<file path="config.mk">
export PLATFORM = sky130hd
export DESIGN_NAME = phy_multilane_link
export DESIGN_NICKNAME = d
export VERILOG_FILES = /design/src/rtl/phy_multilane_link_pkg.sv /design/src/rtl/phy_lane_shift.sv /design/src/rtl/phy_multilane_link.sv
export SDC_FILE = /design/constraint.sdc
export NUM_CORES = 1
export LEC_CHECK = 0
export CORE_ASPECT_RATIO = 0.9
export CORE_MARGIN = 10
export CORE_UTILIZATION = 41
export DETAILED_ROUTE_END_ITERATION = 12
export GPL_TIMING_DRIVEN = 0
export PLACE_DENSITY = 0.69
export SETUP_SLACK_MARGIN = 0.5
export SYNTH_ARGS = -nofsm -noshare
export SYNTH_HDL_FRONTEND = slang
export SYNTH_HIERARCHICAL = 1
export SYNTH_SLANG_ARGS = --single-unit
</file>
<file path="constraint.sdc">
create_clock -name clk_32f -period 1.8 [get_ports clk_32f]
set_input_delay 0.27 -clock clk_32f [delete_from_list [all_inputs] [get_ports clk_32f]]
set_output_delay 0.27 -clock clk_32f [all_outputs]
set_load 0.01 [all_outputs]
</file>
<file path="src/rtl/phy_multilane_link_pkg.sv">
// Shared constants and RX alignment state encoding for the multilane PHY core.
package phy_multilane_link_pkg;

  localparam int unsigned BYTE_W      = 8;
  localparam int unsigned BIT_CNT_W   = 3;
  localparam logic [7:0]  COM_DEFAULT = 8'hBC;

  typedef enum logic [1:0] {
    RX_SEARCH = 2'd0,
    RX_CHECK  = 2'd1,
    RX_LOCKED = 2'd2
  } rx_state_e;

endpackage

</file>
<file path="src/rtl/phy_lane_shift.sv">
// One serial lane: MSB-first TX shift register and an 8-bit RX sampling window.
module phy_lane_shift
  import phy_multilane_link_pkg::*;
#(
  parameter logic [7:0] COM = COM_DEFAULT
) (
  input  logic                clk_32f,
  input  logic                reset,
  input  logic                load,
  input  logic [BYTE_W-1:0]   load_byte,
  input  logic                rx_bit,
  output logic                tx_bit,
  output logic [BYTE_W-1:0]   rx_window
);

  logic [BYTE_W-1:0] tx_shreg;

  always_ff @(posedge clk_32f or negedge reset) begin
    if (!reset) begin
      tx_shreg  <= COM;
      rx_window <= '0;
    end else begin
      tx_shreg  <= load ? load_byte : {tx_shreg[BYTE_W-2:0], 1'b0};
      rx_window <= {rx_window[BYTE_W-2:0], rx_bit};
    end
  end

  assign tx_bit = tx_shreg[BYTE_W-1];

endmodule

</file>
<file path="src/rtl/phy_multilane_link.sv">
// Multilane PHY: stripes words across serial lanes with COM idles, aligns RX on
// lane-0 COM symbols and rebuilds the parallel word once locked.
module phy_multilane_link
  import phy_multilane_link_pkg::*;
#(
  parameter  int unsigned LANES    = 4,
  parameter  logic [7:0]  COM      = COM_DEFAULT,
  parameter  int unsigned SYNC_COM = 4,
  localparam int unsigned DATA_W   = BYTE_W * LANES
) (
  input  logic              clk_32f,
  input  logic              reset,
  input  logic [DATA_W-1:0] data_in,
  input  logic              valid_in,
  output logic              ready_in,
  output logic [LANES-1:0]  serial_tx,
  input  logic [LANES-1:0]  serial_rx,
  input  logic              resync,
  output logic [DATA_W-1:0] data_out,
  output logic              valid_out,
  output logic              sincronizar_bus
);

  localparam int unsigned COM_CNT_W = $clog2(SYNC_COM + 1);
  localparam logic [BIT_CNT_W-1:0] LAST_BIT = BIT_CNT_W'(BYTE_W - 1);

  logic [BIT_CNT_W-1:0] tx_cnt;
  logic [BIT_CNT_W-1:0] rx_cnt;
  logic [COM_CNT_W-1:0] com_cnt;
  rx_state_e            state;
  logic [DATA_W-1:0]    tx_word;
  logic [DATA_W-1:0]    rx_word;
  logic                 boundary;
  logic                 lane0_com;
  logic                 all_com;

  assign ready_in  = (tx_cnt == LAST_BIT);
  assign tx_word   = valid_in ? data_in : {LANES{COM}};
  assign boundary  = (rx_cnt == LAST_BIT);
  assign lane0_com = (rx_word[BYTE_W-1:0] == COM);
  assign all_com   = (rx_word == {LANES{COM}});

  for (genvar l = 0; l < LANES; l++) begin : g_lane
    phy_lane_shift #(
      .COM (COM)
    ) u_lane (
      .clk_32f   (clk_32f),
      .reset     (reset),
      .load      (ready_in),
      .load_byte (tx_word[BYTE_W*l +: BYTE_W]),
      .rx_bit    (serial_rx[l]),
      .tx_bit    (serial_tx[l]),
      .rx_window (rx_word[BYTE_W*l +: BYTE_W])
    );
  end

  // Bit counters, alignment FSM and word assembly; resync overrides everything RX-side.
  always_ff @(posedge clk_32f or negedge reset) begin
    if (!reset) begin
      tx_cnt          <= LAST_BIT;
      rx_cnt          <= '0;
      com_cnt         <= '0;
      state           <= RX_SEARCH;
      data_out        <= '0;
      valid_out       <= 1'b0;
      sincronizar_bus <= 1'b0;
    end else begin
      tx_cnt    <= tx_cnt + BIT_CNT_W'(1);
      rx_cnt    <= rx_cnt + BIT_CNT_W'(1);
      valid_out <= 1'b0;
      if (resync) begin
        state           <= RX_SEARCH;
        com_cnt         <= '0;
        sincronizar_bus <= 1'b0;
      end else begin
        case (state)
          RX_SEARCH: begin
            if (lane0_com) begin
              rx_cnt  <= '0;
              com_cnt <= COM_CNT_W'(1);
              state   <= RX_CHECK;
            end
          end
          RX_CHECK: begin
            if (boundary) begin
              if (lane0_com) begin
                com_cnt <= com_cnt + COM_CNT_W'(1);
                if (com_cnt == COM_CNT_W'(SYNC_COM - 1)) begin
                  state           <= RX_LOCKED;
                  sincronizar_bus <= 1'b1;
                end
              end else begin
                com_cnt <= '0;
                state   <= RX_SEARCH;
              end
            end
          end
          RX_LOCKED: begin
            // All-COM frames are idle and leave the last word on data_out.
            if (boundary && !all_com) begin
              data_out  <= rx_word;
              valid_out <= 1'b1;
            end
          end
          default: state <= RX_SEARCH;
        endcase
      end
    end
  end

endmodule

</file>
==> results.yml <==
setup_path:
  r2r_start: "g_lane[2].u_lane/rx_window[6]$_DFF_PN0_"
  worst-r2r-cell-count: 6
  r2r_setup_slack_ns: -0.08
  start_kind: "flop"
  max_stage_delay_ns: 0.41
  cp.arrival_ns: 2.10
  crit_chain: "nor4b_4 > nand4_1 > o31ai_4 > buf_6 > buf_12 > mux2_4"
  r2r-end: "data_out[13]$_DFFE_PN0P_"
  required_ns: 2.02
  path_max_fanout: 10
  worstSetupEndpointType: "flop"
  crit_path_top_delay_cell: "dfrtp_1"
  worstSetupPathType: "reg2reg"
  worstPathBufferInverterCount: 2
  critPathTopFamily: "simple AND/OR/NAND/NOR gates"
routing:
  dr.pass1.iters: 4
  wl_per_cell_um: 16.9
  drt_iter0_drc: 97
  vias: 2465
  antenna_left: 0
  drc: 0
  totalWireLength_mm: 8.61
  routed_via_density: 4.83
die:
  die_w_um: 129
  die_h_um: 118
  core_um2: 10300
  placementRows: 35
  dieArea_um2: 15200
  start_util: 0.422
  num_io_pins: 79
cts:
  tritoncts: "done"
  htree_num_levels: 3
  cts.path.max_buffers: 2
  cts_hold_buf: 0
  clk_pin_slew_worst_paths_ns: 0.07
  clock_sink_count: 109
  cts_inserted_buffers: 9
  clock-root-buffer: "clkbuf_16"
  clkLatencyLatePin_ns: 0.34
final_layout:
  ff_latch_area_um2: 2760
  final_cell_mix: "dfrtp_1, mux2_4, clkdlybuf4s50_1"
  stdcell_area_um2: 6000
  multi_input_area_um2: 1620
  final_common_cell: "dfrtp_1"
  area_delta_synth_final_pct: 37.7
  drive_gt1_frac: 0.433
  n_fill_cell: 826
  n_antenna_cell: 0
  layout.nets: 423
power_and_ir_drop:
  pwr-share-clk: 0.433
  intPower_mw: 4.17
  swShare: 0.202
  seqPwrFrac: 0.501
  p_per_area_nw_per_um2: 870
  p_leak_nw: 2.79
  vdd_ir_drop_max_mv: 0.425
  switching_power_mw: 1.06
  combPwrFrac: 0.066
place:
  hpwlAfterDp_mm: 5.90
  gp_congestion: 0.767
  placed_cell_area_um2: 5360
  numPortBuffers: 77
min_path:
  hp-class: "in2async"
logic_synthesis:
  syn-cell-area_um2: 4360
  syn_nets: 315
  synthCells: 269
  synth_edf_count: 0
  yosysWarnings: 6
  async_flop_share: 1.00
  synth_cell_types: 35
  ys.flop_type: "dfrtp_1"
  synth.avg_cell_area_um2: 16.2
  seq_area_frac_synth: 0.632
  ys_seq_elements: 109
sta:
  fin_ws_ns: -0.0802
  maxSlewViolCount: 0
  clock.fmax_ghz: 0.532
  hold_violations: 0
  tightest_slew_ns: 0.870
  max_slew_margin: 0.420
  rsz0062_at_grt: "true"
  fin_crit_sh: 1.04
  finalSetupViolations: 32
  layout_min_cycle_time_ns: 1.88
  setup_tns_ns: -1.79
  skew_ns: 0.00594
global_routing:
  grt_overflow: 0
  grtUsageTotal: 0.114
  grt_max_degree: 72
  antenna_found_initial: 0
  grt_pass1_vias: 2635
  grt_pass1_wl_mm: 13.9
status:
  status: "finished, violations left"
  violations: "setup timing"
run:
  drv_cap: 0
[power by group through the flow]
stage,sequential (mW),clock [mW],combinational [mW]
after CTS,2.62,2.33,0.347
after global placement,2.66,0,0.310
final,2.62,2.26,0.344
after floorplan,2.65,0,0.146
after global routing,2.63,2.43,0.387
after detailed placement,2.66,0,0.320
[per-stage QoR]
| stage | setup slack [ns] | hold WS (ns) | total power [mW] | utilization | std cells |
|---|---|---|---|---|---|
| floorplan | 0.0386 | -0.0256 | 2.80 | - | 269 |
| global placement | -3.59 | 0.378 | 2.97 | 0.517 | 475 |
| detailed placement | -0.230 | 0.387 | 2.98 | 0.518 | 476 |
| CTS | -0.0873 | 0.0726 | 5.30 | 0.569 | 503 |
| global route | -0.211 | 0.128 | 5.45 | 0.581 | 510 |
| finish | -0.0802 | 0.0541 | 5.22 | 0.581 | 510 |
[worst max path at each step]
stage,endpoint,cells past startpoint,slack (ns),start
after floorplan,data_out[0]$_DFFE_PN0P_,5,0.04,g_lane[1].u_lane/rx_window[1]$_DFF_PN0_
after global placement,g_lane[3].u_lane/tx_shreg[1]$_DFF_PN0_,1,-3.59,reset
after detailed placement,data_out[6]$_DFFE_PN0P_,5,-0.23,g_lane[2].u_lane/rx_window[6]$_DFF_PN0_
after CTS,data_out[19]$_DFFE_PN0P_,6,-0.09,g_lane[2].u_lane/rx_window[6]$_DFF_PN0_
after global routing,data_out[8]$_DFFE_PN0P_,6,-0.21,g_lane[1].u_lane/rx_window[1]$_DFF_PN0_
final,data_out[13]$_DFFE_PN0P_,6,-0.08,g_lane[2].u_lane/rx_window[6]$_DFF_PN0_
[sequential cells by signal, indices dropped and copies added (netlist names)]
signal	flops
valid_out	1
sincronizar_bus	1
g_lane.u_lane/rx_window	32
rx_cnt	3
g_lane.u_lane/tx_shreg	32
state	2
data_out	32
com_cnt	3
tx_cnt	3
[cell families (layout without fill, tap and decap cells)]
group,Yosys count,count (layout),synth area share
AND/OR/NAND/NOR,64,64,0.0979
AO/OA/AOI/OAI,10,10,0.0184
flip-flops,109,109,0.632
multiplexers,60,60,0.205
adder cells (fa/ha/maj),6,6,0.0172
buffers and inverters,20,132,0.0293
[area by class of cell]
cell class,instances,area share
repair buffers,97,0.158
well taps,129,0.0269
inverters,8,0.00500
plain buffers,12,0.0235
multi-input cells,140,0.270
clock buffers,10,0.0398
flip-flops and latches,109,0.459
clock inverters,5,0.0179
[Yosys cell counts, types with 4 or more instances]
cell      number  area share
dfrtp_1       86        0.49
mux2_4        58        0.20
dfstp_2       23        0.14
nand2b_1      20       0.029
and2_1        12       0.017
buf_6          7       0.018
inv_1          7      0.0060
ha_1           6       0.017
nand2_1        6      0.0052
clkbuf_1       5      0.0043
a21oi_1        4      0.0046
and2_2         4      0.0069
[per-layer routing]
layer	up-vias	wire, µm	share of wire	track usage
met4	0	127	0.015	0.0433
met2	75	3880	0.45	0.164
li1	1131	-	-	-
met3	13	727	0.084	0.0513
met5	-	0	0	0
met1	1246	3870	0.45	0.148
[repair_timing]
action,4_1_cts,5_1_grt
buffers inserted,11,6
pin swaps,9,6
endpoints found under the hold margin,0,0
cloned,1,1
resized for setup,105,31
setup endpoints to repair,108,90
Note: power is estimated with default switching activity, not from simulation.
